`config.mk`:
```
export PLATFORM = sky130hd
export DESIGN_NAME = sram1_arbiter
export DESIGN_NICKNAME = d
export VERILOG_FILES = /design/src/rtl/sram1_arbiter.sv
export SDC_FILE = /design/constraint.sdc
export NUM_CORES = 1
export LEC_CHECK = 0
export ABC_AREA = 1
export ABC_CLOCK_PERIOD_IN_PS = 2200
export CAP_MARGIN = 30
export CORE_MARGIN = 8
export CORE_UTILIZATION = 45
export CTS_CLUSTER_DIAMETER = 50
export DETAILED_ROUTE_END_ITERATION = 16
export PLACE_DENSITY = 0.84
export SETUP_SLACK_MARGIN = 0.1
export SLEW_MARGIN = 15
export SYNTH_ARGS = -nofsm -noshare
export SYNTH_HDL_FRONTEND = slang
export SYNTH_SLANG_ARGS = --single-unit
export TNS_END_PERCENT = 50
```
`constraint.sdc`:
```
create_clock -name clk -period 2.2 [get_ports clk]
set_input_delay 0.44 -clock clk [delete_from_list [all_inputs] [get_ports clk]]
set_output_delay 0.44 -clock clk [all_outputs]
set_load 0.05 [all_outputs]
```
`src/rtl/sram1_arbiter.sv`:
```
// Round-robin two-port arbiter and single-word sequencer for the 8x8 sram1 array.
// One request is served at a time: CMD drives the bus for one cycle; reads wait one more cycle for data_out.
module sram1_arbiter #(
    parameter int DATA_W = 8,
    parameter int ADDR_W = 3
) (
    input  logic              clk,
    input  logic              rst_n,
    input  logic              p0_req,
    input  logic              p0_we,
    input  logic [ADDR_W-1:0] p0_addr,
    input  logic [DATA_W-1:0] p0_wdata,
    output logic              p0_gnt,
    output logic              p0_rvalid,
    output logic [DATA_W-1:0] p0_rdata,
    input  logic              p1_req,
    input  logic              p1_we,
    input  logic [ADDR_W-1:0] p1_addr,
    input  logic [DATA_W-1:0] p1_wdata,
    output logic              p1_gnt,
    output logic              p1_rvalid,
    output logic [DATA_W-1:0] p1_rdata,
    output logic              mem_wr,
    output logic              mem_rd,
    output logic [ADDR_W-1:0] mem_add,
    output logic [DATA_W-1:0] mem_din,
    input  logic [DATA_W-1:0] mem_dout,
    output logic              busy
);

    typedef enum logic [1:0] {IDLE, CMD, RWAIT} state_t;

    state_t state, state_nxt;
    logic   last;     // port granted most recently
    logic   win;      // port owning the current operation
    logic   we_q;
    logic   any_req;
    logic   pick;

    always_comb begin
        any_req = p0_req | p1_req;
        // port 1 wins when alone, or on a tie when port 0 was served last
        pick    = p1_req & (~p0_req | ~last);
        state_nxt = state;
        case (state)
            IDLE:    if (any_req) state_nxt = CMD;
            CMD:     state_nxt = we_q ? IDLE : RWAIT;
            RWAIT:   state_nxt = IDLE;
            default: state_nxt = IDLE;
        endcase
        p0_gnt = (state == CMD) & ~win;
        p1_gnt = (state == CMD) &  win;
        busy   = (state != IDLE);
    end

    always_ff @(posedge clk) begin
        if (!rst_n) begin
            state     <= IDLE;
            last      <= 1'b1;
            win       <= 1'b0;
            we_q      <= 1'b0;
            mem_wr    <= 1'b0;
            mem_rd    <= 1'b0;
            mem_add   <= '0;
            mem_din   <= '0;
            p0_rvalid <= 1'b0;
            p1_rvalid <= 1'b0;
            p0_rdata  <= '0;
            p1_rdata  <= '0;
        end else begin
            state     <= state_nxt;
            mem_wr    <= 1'b0;
            mem_rd    <= 1'b0;
            p0_rvalid <= 1'b0;
            p1_rvalid <= 1'b0;
            if (state == IDLE && any_req) begin
                win     <= pick;
                last    <= pick;
                we_q    <= pick ? p1_we : p0_we;
                mem_add <= pick ? p1_addr : p0_addr;
                mem_din <= pick ? p1_wdata : p0_wdata;
                mem_wr  <= pick ? p1_we : p0_we;
                mem_rd  <= pick ? ~p1_we : ~p0_we;
            end
            if (state == RWAIT) begin
                if (win) begin
                    p1_rdata  <= mem_dout;
                    p1_rvalid <= 1'b1;
                end else begin
                    p0_rdata  <= mem_dout;
                    p0_rvalid <= 1'b1;
                end
            end
        end
    end

endmodule

```
Word-level counts from Yosys, hierarchy flattened
Cells that the tools add are included.

cells by class
  equality and inequality tests = 3
  mux-type cells = 9
  bitwise operators = 10
  reductions and logical operators = 7

operator list
  operator                                                               count
  8-bit 2-to-1 mux                                                       1
  2-bit AND reduction                                                    4
  1-bit inverter                                                         5
  1-bit 2-to-1 mux                                                       4
  2-bit 2-to-1 mux                                                       2
  2-bit one-hot mux with 2 select lines                                  1
  1-bit AND                                                              3
  3-bit 2-to-1 mux                                                       1
  2-bit by 1-bit equality test with 1-bit output, second input constant  1
  2-bit equality test, second input constant                             1
  2-bit zero test                                                        1
  2-bit inequality test, second input constant                           1
  1-bit OR                                                               2
  2-bit nonzero test                                                     1
  1-bit logical AND                                                      1

storage, ports and cells
  register bits after elaboration = 36
  output and inout bits = 34
  word-level logic and storage cells = 41

Depth between registers and ports, before layout
  word-level depth = 4
  depth in mapped cells = 8

Worst setup path before layout
No wires, ideal clock.

  path type = flip-flop to output port
  start = register win
  end = output port p0_gnt
  data arrival time = 1180 ps
  setup slack = 580 ps
  stages on the path, launching flop included = 3
  cell sequence = dfxtp_1 -> buf_1 -> nor2_1

on the way
  word-level cells in the longest chain between the ends = 2

RTL lines
  what                      line  RTL
  start: declaration        35    logic win;
  start signal: assignment  77    win <= pick;
  1-bit inverter (no line)  --
  1-bit AND                 51    p0_gnt = (state == CMD) & ~win;
  end: declaration          13    output logic p0_gnt,

No other way between the ends.

Worst setup path after layout
  start = register mem_din[2]
  end = output port mem_din[2]

RTL lines
  what                      line  RTL
  start: declaration        26    output logic [DATA_W-1:0] mem_din,
  start signal: assignment  81    mem_din <= pick ? p1_wdata : p0_wdata;

No word-level cell between the ends.

==> results by group <==
Outcome
  • Outcome: complete, no violations

STA
  • Final setup TNS: 0 ns
  • Max transition margin: a little under three fifths
  • Fin Clk Skew: about 0.0042 ns
  • Final WS setup: about 0.24 ns
  • Final Cycle Share: 89.0%
  • Fin. max-slew vios: 0
  • Hold Vio Cnt, Final: 0
  • Max Freq: between 0.5 and 0.6 GHz
  • Min Tclk post-route: between 1.5 and 2 ns
  • RSZ-0062 raised after global routing: no
  • Final setup vio count: 0
  • Measured slew at the worst slew-check pin: 0.644 ns

Critical path
  • Slowest cell on crit path: clkdlybuf4s50_1
  • Buf/Inv on CP: 1
  • CP endpoint kind: output port
  • Worst-path cell chain: clkdlybuf4s50_1
  • CP Launch Type: flop
  • Critical path required time: about 1.8 ns
  • Worst path arrival time: 1.52 ns
  • CP Class: flop to output port
  • CP delay by family, top: buffers and inverters
  • Crit Path Max Fanout: 2
  • Largest stage delay, worst path: 0.84 ns

Clock network
  • Clock-pin slew on the worst setup and hold paths: 0.10 ns
  • Skew-Pair Late Insertion Delay: between 0.3 and 0.4 ns
  • Post_cts resized: 0
  • Setup bufs post-CTS: 0
  • Maximum clock path buffer count: 2
  • H-Tree Level Count: 2
  • Clk sinks: 36
  • # hold bufs at CTS: 0
  • TritonCTS clock tree: built
  • Cts bufs inserted: 5
  • CTS root buf: clkbuf_4

Min path
  • Hold Path Class: flop to flop

Routing
  • Met2 routed WL: 1.83 mm
  • Vias per cell: ~4.8
  • Pre-Repair DR Iteration Count: 4
  • Met3 routed WL: 558 um
  • DRC errors left: 0
  • Initial drt markers: 114
  • Routed met1 length: between 1.5 and 2 mm
  • Highest metal used: met4
  • WL/cell: about 13 um
  • WL final: 4.30 mm
  • Vias: around 1,600
  • DRT antenna net count: 0

Yosys
  • Post-Synth Simple-Gate Area: between 30 and 40%
  • FF+latch count, synth: 36
  • Seq/Total Area, Yosys: between 40% and 50%
  • Syn Inst Count: roughly 220
  • Synth top area share: between 40% and 50%
  • Main area contributors after synthesis: dfxtp_1 45%, nand2_1 14%, nor2_1 6.5%
  • Mux contribution to synthesized area: 0%
  • Post-Syn Area: between 0.0015 and 0.002 mm2
  • Post-synth top cells: 60 x nand2_1, 36 x dfxtp_1, 28 x nor2_1
  • Top-count cell post-synth: nand2_1
  • Compound-Gate Fraction of Synth Area: a little over a tenth
  • Largest area contributor in the netlist: dfxtp_1
  • Post-synth EDFFs: 0
  • Post-Synth XOR/XNOR Area: 0%
  • Yosys warns: 0
  • Largest family of logic cells by synthesized area: simple AND/OR/NAND/NOR gates
  • Syn avg cell area: slightly above 7 um2
  • Most common flop cell mapped by yosys: dfxtp_1
  • Asr flop ratio synth: 0%
  • Synth unique cells: 19
  • Synth Net Count: 259
  • Adder-Cell Fraction of Synth Area: 0%

Flow run
  • Max cap viols: 0

Global routing
  • Largest net degree at the start of global routing: 25
  • First-pass GRT wire length: 6.73 mm
  • Vias in the first global route: 1,495
  • Antenna violations before repair: 0
  • Total gr overflow: 0
  • Total GRT Usage: 15.5%

Placed design
  • Gpl congestion: 0.851
  • Pre-CTS worst setup slack: roughly 0.26 ns
  • Post-detail-place hpwl: 3.21 mm
  • Placed cell area: 0.00230 mm2
  • Port Buffer Count: about 70

Floorplan
  • Core box area: about 0.0034 mm2
  • Die Wd: around 76 um
  • FP Rows: 21
  • Die area: 0.00574 mm2
  • Initial Utilization: between 40% and 50%
  • I/O pin cnt: 70
  • Die Y: ~76 um

Final layout
  • Nets: ~330
  • Register area: slightly above 700 um2
  • Fill cells: ~300
  • Share of cells above drive strength 1: 6.92%
  • Area occupied by multi-input gates: 723 um2
  • Design area: ~0.0023 mm2
  • Area grow syn2layout: 46.1%
  • Ant diodes: 0

Power and ir drop
  • PwrDens: 647 mW/mm2
  • Leakage: 0.960 nW
  • Tot Pwr: between 1.5 and 2 mW
  • Max IR drop VDD: roughly 0.45 mV
[cell usage in the layout, fill, tap and decap left out]
cell / instances
nor2_2: 1
a21oi_1: 17
clkbuf_1: 1
buf_12: 1
dfxtp_1: 36
nand2_2: 2
nor2_1: 28
nor3_1: 2
clkdlybuf4s50_1: 66
nor2_4: 1
inv_4: 1
inv_2: 1
nand4_1: 16
clkinv_2: 1
nand2_1: 60
buf_4: 6
nand3_1: 15
inv_1: 17
a21boi_0: 11
nand3_2: 1
clkbuf_4: 5
[logic make-up after synthesis]
logic type	Yosys count
compound gates	28
flops	36
buf+inv	33
simple gates	126
[where the power goes]
group	internal (mW)	switching (mW)
registers	0.694	0.0263
logic	0.181	0.292
clock network	0.118	0.208
total	0.993	0.526
[per-stage QoR]
| stage | cells | hold slack (ns) | util (%) |
|---|---|---|---|
| finish | 335 | 0.433 | 69.3 |
| global route | 335 | 0.457 | 69.3 |
| CTS | 335 | 0.434 | 69.3 |
| detailed placement | 328 | 0.412 | 67.9 |
| global placement | 328 | 0.411 | 67.9 |
| floorplan | 223 | 0.401 | - |
[registers in the layout (all words and copies together), names as in the netlist]
signal and flops:
last 1, mem_add 3, mem_din 8, mem_rd 1
mem_wr 1, p0_rdata 8, p0_rvalid 1, p1_rdata 8
p1_rvalid 1, state 2, we_q 1, win 1
[final timing paths]
path	from	endpoint	slack (ns)	cells past startpoint
max reg2reg	last	we_q	0.86	6
min	we_q	state[1]	0.43	1
max	mem_din[2]	mem_din[2]	0.24	1
min reg2reg	we_q	state[1]	0.43	1
[layer usage]
metal / up-vias / global-route usage [%]
met1: 694 / 19.3
met2: 67 / 22.0
met5: - / 0
met3: 6 / 8.68
li1: 852 / -
met4: 0 / 5.12
[cell type report]
cell class	instances	area share [%]
Timing Repair Buffer	73	30.9
Multi-Input combinational cell	154	30.8
Sequential cell	36	30.7
Inverter	19	3.14
Tap cell	46	2.45
Clock buffer	6	1.76
Clock inverter	1	0.213
Note: power is estimated with default switching activity, not from simulation.
